===== src/rtl/systolic_matmul_engine.sv =====
// Output-stationary systolic C = A*B engine: DIM x DIM PE grid, run-time size n <= DIM,
// own load/compute/drain sequencer and a saturating valid/ready result stream.
module systolic_matmul_engine #(
  parameter int DIM    = 3,
  parameter int DATA_W = 8,
  parameter int ACC_W  = 20,
  parameter int OUT_W  = 8
) (
  input  logic                     clk,
  input  logic                     rst,
  input  logic                     start,
  input  logic [$clog2(DIM+1)-1:0] size,
  input  logic                     load_valid,
  input  logic [DATA_W-1:0]        load_data,
  output logic                     load_ready,
  output logic                     out_valid,
  input  logic                     out_ready,
  output logic [OUT_W-1:0]         out_data,
  output logic                     out_last,
  output logic                     busy,
  output logic                     done
);
  localparam int SZ_W  = $clog2(DIM+1);
  localparam int IDX_W = $clog2(DIM);
  localparam int T_W   = $clog2(3*DIM);
  localparam logic [ACC_W-1:0] SAT_MAX = {{(ACC_W-OUT_W){1'b0}}, {OUT_W{1'b1}}};

  typedef enum logic [1:0] {S_IDLE, S_LOAD, S_COMPUTE, S_DRAIN} state_t;
  state_t r_state, w_state_next;

  logic [SZ_W-1:0]  r_n;
  logic [SZ_W-1:0]  w_size_clamped;
  logic [IDX_W-1:0] w_n_m1;
  logic [T_W-1:0]   w_n_t;
  logic [T_W-1:0]   w_step_max;

  logic [IDX_W-1:0] r_ld_row, r_ld_col;
  logic             r_ld_b;
  logic [T_W-1:0]   r_step;
  logic [IDX_W-1:0] r_out_row, r_out_col;
  logic [IDX_W-1:0] w_out_row_next, w_out_col_next;
  logic [OUT_W-1:0] r_out_data;
  logic             r_out_last;
  logic             r_done;
  logic             w_load_fire, w_load_last, w_step_last, w_out_fire;

  logic [DATA_W-1:0] r_mem_a [DIM][DIM];
  logic [DATA_W-1:0] r_mem_b [DIM][DIM];
  logic [DATA_W-1:0] w_a_feed [DIM];
  logic [DATA_W-1:0] w_b_feed [DIM];
  logic [DATA_W-1:0] w_a_in [DIM][DIM];
  logic [DATA_W-1:0] w_b_in [DIM][DIM];
  logic [DATA_W-1:0] r_a_pass [DIM][DIM-1];
  logic [DATA_W-1:0] r_b_pass [DIM-1][DIM];
  logic [ACC_W-1:0]  r_acc [DIM][DIM];
  logic [ACC_W-1:0]  w_acc_next [DIM][DIM];

  function automatic logic [OUT_W-1:0] f_sat(input logic [ACC_W-1:0] v);
    return (v > SAT_MAX) ? {OUT_W{1'b1}} : v[OUT_W-1:0];
  endfunction

  assign w_size_clamped = (size == '0 || size > SZ_W'(DIM)) ? SZ_W'(DIM) : size;
  assign w_n_m1     = IDX_W'(r_n - SZ_W'(1));
  assign w_n_t      = T_W'(r_n);
  assign w_step_max = (w_n_t << 1) + w_n_t - T_W'(3);

  assign w_load_fire = (r_state == S_LOAD) && load_valid;
  assign w_load_last = w_load_fire && r_ld_b && (r_ld_row == w_n_m1) && (r_ld_col == w_n_m1);
  assign w_step_last = (r_state == S_COMPUTE) && (r_step == w_step_max);
  assign w_out_fire  = (r_state == S_DRAIN) && out_ready;

  always_ff @(posedge clk) begin
    if (rst) r_state <= S_IDLE;
    else     r_state <= w_state_next;
  end

  always_comb begin
    w_state_next = r_state;
    case (r_state)
      S_IDLE:    if (start) w_state_next = S_LOAD;
      S_LOAD:    if (w_load_last) w_state_next = S_COMPUTE;
      S_COMPUTE: if (w_step_last) w_state_next = S_DRAIN;
      S_DRAIN:   if (w_out_fire && r_out_last) w_state_next = S_IDLE;
      default:   w_state_next = S_IDLE;
    endcase
  end

  always_comb begin
    w_out_row_next = r_out_row;
    w_out_col_next = r_out_col + IDX_W'(1);
    if (r_out_col == w_n_m1) begin
      w_out_col_next = '0;
      w_out_row_next = r_out_row + IDX_W'(1);
    end
  end

  // Operand storage is never reset: every job rewrites all 2n^2 words it uses.
  always_ff @(posedge clk) begin
    if (w_load_fire) begin
      if (r_ld_b) r_mem_b[r_ld_row][r_ld_col] <= load_data;
      else        r_mem_a[r_ld_row][r_ld_col] <= load_data;
    end
  end

  genvar gi, gj;
  generate
    // Edge feeds: row/column gi is skewed by gi, so element k enters at step gi+k.
    for (gi = 0; gi < DIM; gi++) begin : g_feed
      localparam logic [T_W-1:0] OFF = T_W'(gi);
      logic [T_W-1:0] w_k;
      logic           w_feed_ok;
      assign w_k       = r_step - OFF;
      assign w_feed_ok = (r_state == S_COMPUTE) && (r_step >= OFF) && (w_k < w_n_t) && (OFF < w_n_t);
      assign w_a_feed[gi] = w_feed_ok ? r_mem_a[gi][w_k[IDX_W-1:0]] : '0;
      assign w_b_feed[gi] = w_feed_ok ? r_mem_b[w_k[IDX_W-1:0]][gi] : '0;
    end

    for (gi = 0; gi < DIM; gi++) begin : g_row
      for (gj = 0; gj < DIM; gj++) begin : g_col
        logic [2*DATA_W-1:0] w_prod;
        if (gj == 0) begin : g_a_edge
          assign w_a_in[gi][gj] = w_a_feed[gi];
        end else begin : g_a_link
          assign w_a_in[gi][gj] = r_a_pass[gi][gj-1];
        end
        if (gi == 0) begin : g_b_edge
          assign w_b_in[gi][gj] = w_b_feed[gj];
        end else begin : g_b_link
          assign w_b_in[gi][gj] = r_b_pass[gi-1][gj];
        end
        assign w_prod = {{DATA_W{1'b0}}, w_a_in[gi][gj]} * {{DATA_W{1'b0}}, w_b_in[gi][gj]};
        assign w_acc_next[gi][gj] = (r_state == S_COMPUTE) ? r_acc[gi][gj] + ACC_W'(w_prod)
                                                           : r_acc[gi][gj];
      end
    end
  endgenerate

  always_ff @(posedge clk) begin
    if (rst) begin
      r_n        <= '0;
      r_ld_row   <= '0;
      r_ld_col   <= '0;
      r_ld_b     <= 1'b0;
      r_step     <= '0;
      r_out_row  <= '0;
      r_out_col  <= '0;
      r_out_data <= '0;
      r_out_last <= 1'b0;
      r_done     <= 1'b0;
      for (int i = 0; i < DIM; i++)
        for (int j = 0; j < DIM; j++) r_acc[i][j] <= '0;
      for (int i = 0; i < DIM; i++)
        for (int j = 0; j < DIM-1; j++) r_a_pass[i][j] <= '0;
      for (int i = 0; i < DIM-1; i++)
        for (int j = 0; j < DIM; j++) r_b_pass[i][j] <= '0;
    end else begin
      r_done <= 1'b0;
      case (r_state)
        S_IDLE: begin
          if (start) begin
            r_n      <= w_size_clamped;
            r_ld_row <= '0;
            r_ld_col <= '0;
            r_ld_b   <= 1'b0;
          end
        end
        S_LOAD: begin
          if (w_load_fire) begin
            if (r_ld_col == w_n_m1) begin
              r_ld_col <= '0;
              if (r_ld_row == w_n_m1) begin
                r_ld_row <= '0;
                r_ld_b   <= 1'b1;
              end else begin
                r_ld_row <= r_ld_row + IDX_W'(1);
              end
            end else begin
              r_ld_col <= r_ld_col + IDX_W'(1);
            end
          end
          if (w_load_last) begin
            r_step <= '0;
            for (int i = 0; i < DIM; i++)
              for (int j = 0; j < DIM; j++) r_acc[i][j] <= '0;
            for (int i = 0; i < DIM; i++)
              for (int j = 0; j < DIM-1; j++) r_a_pass[i][j] <= '0;
            for (int i = 0; i < DIM-1; i++)
              for (int j = 0; j < DIM; j++) r_b_pass[i][j] <= '0;
          end
        end
        S_COMPUTE: begin
          r_step <= r_step + T_W'(1);
          for (int i = 0; i < DIM; i++)
            for (int j = 0; j < DIM; j++) r_acc[i][j] <= w_acc_next[i][j];
          for (int i = 0; i < DIM; i++)
            for (int j = 0; j < DIM-1; j++) r_a_pass[i][j] <= w_a_in[i][j];
          for (int i = 0; i < DIM-1; i++)
            for (int j = 0; j < DIM; j++) r_b_pass[i][j] <= w_b_in[i][j];
          // C[0][0] is taken from the next-state value so n=1 sees its only product.
          if (w_step_last) begin
            r_out_row  <= '0;
            r_out_col  <= '0;
            r_out_data <= f_sat(w_acc_next[0][0]);
            r_out_last <= (w_n_m1 == '0);
          end
        end
        S_DRAIN: begin
          if (out_ready) begin
            if (r_out_last) begin
              r_out_last <= 1'b0;
              r_done     <= 1'b1;
            end else begin
              r_out_row  <= w_out_row_next;
              r_out_col  <= w_out_col_next;
              r_out_data <= f_sat(r_acc[w_out_row_next][w_out_col_next]);
              r_out_last <= (w_out_row_next == w_n_m1) && (w_out_col_next == w_n_m1);
            end
          end
        end
        default: ;
      endcase
    end
  end

  assign load_ready = (r_state == S_LOAD);
  assign out_valid  = (r_state == S_DRAIN);
  assign out_data   = r_out_data;
  assign out_last   = r_out_last;
  assign busy       = (r_state != S_IDLE);
  assign done       = r_done;

endmodule

===== config.mk =====
export PLATFORM = sky130hd
export DESIGN_NAME = systolic_matmul_engine
export DESIGN_NICKNAME = d
export VERILOG_FILES = /design/src/rtl/systolic_matmul_engine.sv
export SDC_FILE = /design/constraint.sdc
export NUM_CORES = 2
export LEC_CHECK = 0
export CAP_MARGIN = 20
export CORE_UTILIZATION = 60
export DETAILED_ROUTE_END_ITERATION = 8
export PLACE_DENSITY = 0.75
export REMOVE_ABC_BUFFERS = 1
export SLEW_MARGIN = 20
export SYNTH_ARGS = -nofsm -noshare
export SYNTH_HDL_FRONTEND = slang
export SYNTH_SLANG_ARGS = --single-unit
export TNS_END_PERCENT = 30

===== constraint.sdc =====
create_clock -name clk -period 10.9 [get_ports clk]
set_clock_uncertainty 0.15 [all_clocks]
set_input_delay 1.09 -clock clk [delete_from_list [all_inputs] [get_ports clk]]
set_output_delay 1.09 -clock clk [all_outputs]
set_load 0.05 [all_outputs]

; ---- Word-level counts from Yosys, hierarchy flattened
; Memory sizes are Yosys's and may differ from the RTL's. A register that Yosys moved wholly into a read port is not among the register bits.
; Index checks and enable logic that the tools add are counted.
; Widths: inputs -> output; s select.
[op_classes]
addsub = 19
mul = 9
div = 0
order_cmp = 18
n_eq_ne = 18
shifts = 0
mux = 129
n_bitwise = 49
reduce_logical = 35
[ops]
columns = operator, count
row1 = $mux 20, 29
row2 = $mux 8, 42
row3 = $add 20x16->20, 9
row4 = $mul 8x8->16, 9
row5 = $bmux 8 s2, 3
row6 = $mux 24, 2
row7 = $or 1x1->1, 42
row8 = $bmux 20 s2, 1
row9 = $gt 20x8->1 const B, 2
row10 = $mux 2, 20
row11 = $mux 1, 21
row12 = $logic_and 1x1->1, 18
row13 = $demux 8 s2, 1
row14 = $pmux 2 s2, 4
row15 = $pmux 8 s2, 1
row16 = $ge 3x3->1 const B, 5
row17 = $not 2->3, 5
row18 = $lt 4x2->1, 3
row19 = $ne 2x1->1 const B, 6
row20 = $reduce_and 4->1, 3
row21 = $eq 2x2->1, 5
row22 = $add 2x1->2 const B, 4
row23 = $ge 4x1->1 const B, 2
row24 = $pmux 2 s4, 1
row25 = 25 further kinds, 39
[totals]
reg_bits = 27
latchBits = 0
ramBits = 420
rom_bits = 0
in_bits = 15
output_inout_bits = 13
wordCells = 293
mem_count = 5
[mem_list]
columns = memory, words, word_bits, rd, rd_ports_with_merged_regs, write_ports, line_no
row1 = r_acc, 3, 60, 4, 0, 3, 55  ; logic [ACC_W-1:0] r_acc [DIM][DIM];
row2 = r_mem_a, 3, 24, 3, 0, 1, 47  ; logic [DATA_W-1:0] r_mem_a [DIM][DIM];
row3 = r_mem_b, 3, 24, 3, 1, 1, 48  ; logic [DATA_W-1:0] r_mem_b [DIM][DIM];
row4 = r_a_pass, 3, 16, 3, 0, 3, 53  ; logic [DATA_W-1:0] r_a_pass [DIM][DIM-1];
row5 = r_b_pass, 2, 24, 2, 0, 2, 54  ; logic [DATA_W-1:0] r_b_pass [DIM-1][DIM];

; ---- Depth between registers and ports, before layout
[depth]
ltp_word = 12
mapped_depth = 32
ltp_nobuf = 27

; ---- Worst setup path before layout
; OpenSTA, ideal clock, no wires.
[synth_timing]
kind = register to register
startpoint = register r_step[1]
endpoint = memory r_acc[0][38] (netlist bit) (data pin)
setup_time_ns = 0.266
arrival_ns = 7.442
t_required_ns = 10.484
setup_slack_ns = 3.042
stages_incl_launch_ff = 30
path_buffers = 4
period_less_slack_ns = 7.858
cell_sequence = dfxtp_1 clkbuf_1 clkbuf_1 clkbuf_1 inv_1 ha_1 clkbuf_1 inv_1 ha_1 nor4_1 o2111ai_1 a211oi_1 nand2_1 fa_1 fa_1 inv_1 ha_1 inv_1 fa_1 inv_1 ha_1 a21o_1 a21o_1 a2111o_1 and3_1 o31ai_1 o2111ai_1 a21oi_1 xor2_1 nor2_1
[synth_lines]
columns = element, line_no
row1 = "start, declared", 39  ; logic [T_W-1:0] r_step;
row2 = "start signal, assigned", 192  ; r_step <= r_step + T_W'(1);
row3 = "end, declared", 55

==> results.md <==
- Status: finished, final reports clean
- Maximum vdd drop: 0.000195 V
- Synth area leaders: edfxtp_1, fa_1, ha_1
- Commonest non-fill, non-tap cell in the layout: inv_1
- Vias in the first global route: 30502
- Crit path launch type: register
- Io pins: 28
- Slew @ Worst Pin: 1.14 ns
- Post-Layout Inst Area: 0.0453 mm2
- Die area: 0.0713 mm2
- Net Switching: 3.57 mW
- First-pass GRT wire length: 164000 um
- Max transition margin: 0.238
- Cts bufs inserted: 53
- Routed wire length: 102000 um
- Synth warn: 0
- Critical path's most frequent cell: fa_1
- Final hold violations: 0
- Mapped cell area: 0.0421 mm2
- Delay-heaviest family, CP: compound AO/OA/AOI/OAI gates
- Kind of end point of the critical path: register
- P&R area growth vs syn: 7.44%
- Synth Register Bits: 449
- Pint: 4.95 mW
- FMAX: 0.118 GHz
- Via density: 5.84
- Clock sink count: 449
- GRT overflow: 0
- Nets: 5071
- Row count: 96
- CTS tree: done
- Hold endpoint: r_ld_row[0]
- Routed via count: 30295
- Most frequent cells in the layout: inv_1, fa_1, edfxtp_1, ha_1, nand2_1
- CP Class: reg -> reg
- Post-route setup TNS: 0 ns
- Syn_area_per_cell: 9.97 um2
- Clock Tree Buf Depth: 3
- Max FO, Critical Path: 49
- Period minus WS final: 8.50 ns
- Share of cells above drive strength 1: 0.0418
- Core ar.: 0.0691 mm2
- 1st-iter DRT viols: 2632
- Reg2reg setup slack: 2.40 ns
- Antenna violations before repair: 2
- Reg2reg end: r_acc[0][39]
- Drt pass-1 iters: 6
- Critical path required time: 11.20 ns
- Post-CTS setup buffer count: 0
- Endpoints failing setup: 0
- Synth Instances: 4227
- Cts hold-fix bufs: 0
- Post-synth EDFFs: 420
- Synth Flop Type: edfxtp_1
- DRC Markers: 0
- Comb power frac: 0.470
- Largest net degree at the start of global routing: 85
- Clock transition at path regs: 0.06 ns
- Post-synth ARST share: 0
- Reg-to-Reg Start: r_step[1]
- GPL Wtd Cong: 0.930
- CP bufs+invs: 5
- Post-DP HPWL: 76200 um
- Max incr delay on CP: 0.89 ns
- CTS H-Tree Depth: 2
- Hold Path Depth: 2
- Pwr per Cell Area: 188 mW/mm2
- RSZ-0062 raised after global routing: no
- Clk root buf: clkbuf_16
- Critical Path AT: 8.80 ns
- WHS: 0.398 ns
- Max_cap viols: 0
- Total GRT Usage: 0.297
- Hold Crit Class: reg -> reg
- Clock power frac: 0.225
- I/O Buffers: 27
- Reg power frac: 0.305
- Max-slew violation count: 0
- Initial Util: 0.610
- Cts repair resizes: 0
- Total design power: 8.51 mW
- Routed length per placed instance: 19.7 um
- Final period util: 0.780
- Cell Chain, Critical Path: buf_4, inv_1, ha_1, inv_1, ha_1, nor4_1, o2111ai_1, buf_4, a211oi_1, nand2_1, fa_1, fa_1, fa_1, fa_1, inv_1, ha_1, o21a_1, o21ai_0, a21oi_1, a41o_1, o41ai_1, o21bai_1, a41oi_1, mux2i_1
- Placed cells: 5087
- Sw Share: 0.419
- P_leak: 20.3 nW
- Die width: 267 um
- Worst path slowest cell: a211oi_1
- Cell depth of the worst flop-to-flop path: 24
- Post-synth cell types: 85
- Hold_sp: r_ld_row[0]
- Post-synth top area share: 0.299
- Antenna viol nets, final: 0
- Placed Area: 0.0434 mm2
- Leading area contributor after synthesis: edfxtp_1
- Sequential area share after synthesis: 0.313
- Final cell count without fillers: 5189
- Die Ht: 267 um
- Clock latency on the worst-skew pair: 0.63 ns
[worst register-to-register path: stages, from the launching register on]
cell       delay [ns]
dfxtp_2          0.31
buf_4            0.54
inv_1            0.23
ha_1             0.35
inv_1            0.06
ha_1             0.17
nor4_1           0.18
o2111ai_1        0.44
buf_4            0.34
a211oi_1         0.89
nand2_1          0.18
fa_1             0.57
fa_1             0.45
fa_1             0.50
fa_1             0.49
inv_1            0.04
ha_1             0.32
o21a_1           0.14
o21ai_0          0.35
a21oi_1          0.17
a41o_1           0.31
o41ai_1          0.53
o21bai_1         0.12
a41oi_1          0.27
mux2i_1          0.24
[layout make-up]
| cell class | count | area, um2 |
|---|---|---|
| Clock inverter | 29 | 402 |
| Inverter | 758 | 2850 |
| Clock buffer | 71 | 1470 |
| Multi-Input combinational cell | 2890 | 25700 |
| Antenna cell | 1 | 2.50 |
| Sequential cell | 449 | 13200 |
| Timing Repair Buffer | 60 | 533 |
| Fill cell | 5444 | 23800 |
| Tap cell | 931 | 1160 |
[metal layers]
| layer | up-vias | part of all wire | track usage |
|---|---|---|---|
| met3 | 208 | 0.072 | 0.0451 |
| li1 | 13931 | - | - |
| met2 | 1076 | 0.48 | 0.497 |
| met4 | 0 | 0.036 | 0.0991 |
| met5 | - | 0 | 0 |
| met1 | 15080 | 0.41 | 0.394 |
[power by group through the flow]
| stage | registers (mW) | clock network, mW | logic [mW] |
|---|---|---|---|
| 2_1_floorplan | 2.50 | 0 | 2.92 |
| 3_3_place_gp | 2.61 | 0 | 3.84 |
| 3_5_place_dp | 2.61 | 0 | 3.95 |
| 4_1_cts | 2.58 | 1.94 | 3.99 |
| 5_1_grt | 2.62 | 2.00 | 4.56 |
| 6_report | 2.59 | 1.92 | 4.00 |
[synthesized netlist by cell type (61+ instances only)]
cell type,count
a21oi_1,130
and2_1,294
and3_1,102
clkbuf_1,108
edfxtp_1,420
fa_1,450
ha_1,394
inv_1,758
mux2i_1,61
nand2_1,393
nor2_1,321
nor3_1,86
o21ai_0,85
[flip-flops by register name, summed over array words and instances (netlist names), named ones only]
register,flops
r_ld_col,2
r_ld_b,1
r_step,4
r_state,2
r_n,2
r_out_row,2
r_out_col,2
done,1
r_a_pass,48
r_acc,180
r_b_pass,48
out_last,1
r_ld_row,2
out_data,8
r_mem_b,72
r_mem_a,72
[through the flow]
stage | util | worst slack, ns
floorplan | - | 2.18
global placement | 0.628 | 2.86
global route | 0.656 | 1.90
finish | 0.656 | 2.40
detailed placement | 0.628 | 2.56
CTS | 0.655 | 2.51
[worst max-delay path by stage]
stage,from,end,slack (ns),cells past startpoint
after floorplan,r_step[0],r_acc[0][38],2.18,25
after global placement,r_step[1],r_acc[1][58],2.86,26
after detailed placement,r_step[1],r_acc[0][39],2.56,24
after CTS,r_step[1],r_acc[0][39],2.51,24
after global routing,r_step[1],r_acc[0][39],1.90,27
final,r_step[1],r_acc[0][39],2.40,24
[cell families after synthesis]
kind of cell,count (synthesis),share of synthesized area
AND/OR/NAND/NOR,1402,0.164
buffers and inverters,888,0.0796
multiplexers,72,0.0174
flip-flops,449,0.313
XOR/XNOR,100,0.0210
adder cells (fa/ha/maj),844,0.331
AO/OA/AOI/OAI,472,0.0745
No activity file was read; power rests on OpenSTA's default activity.
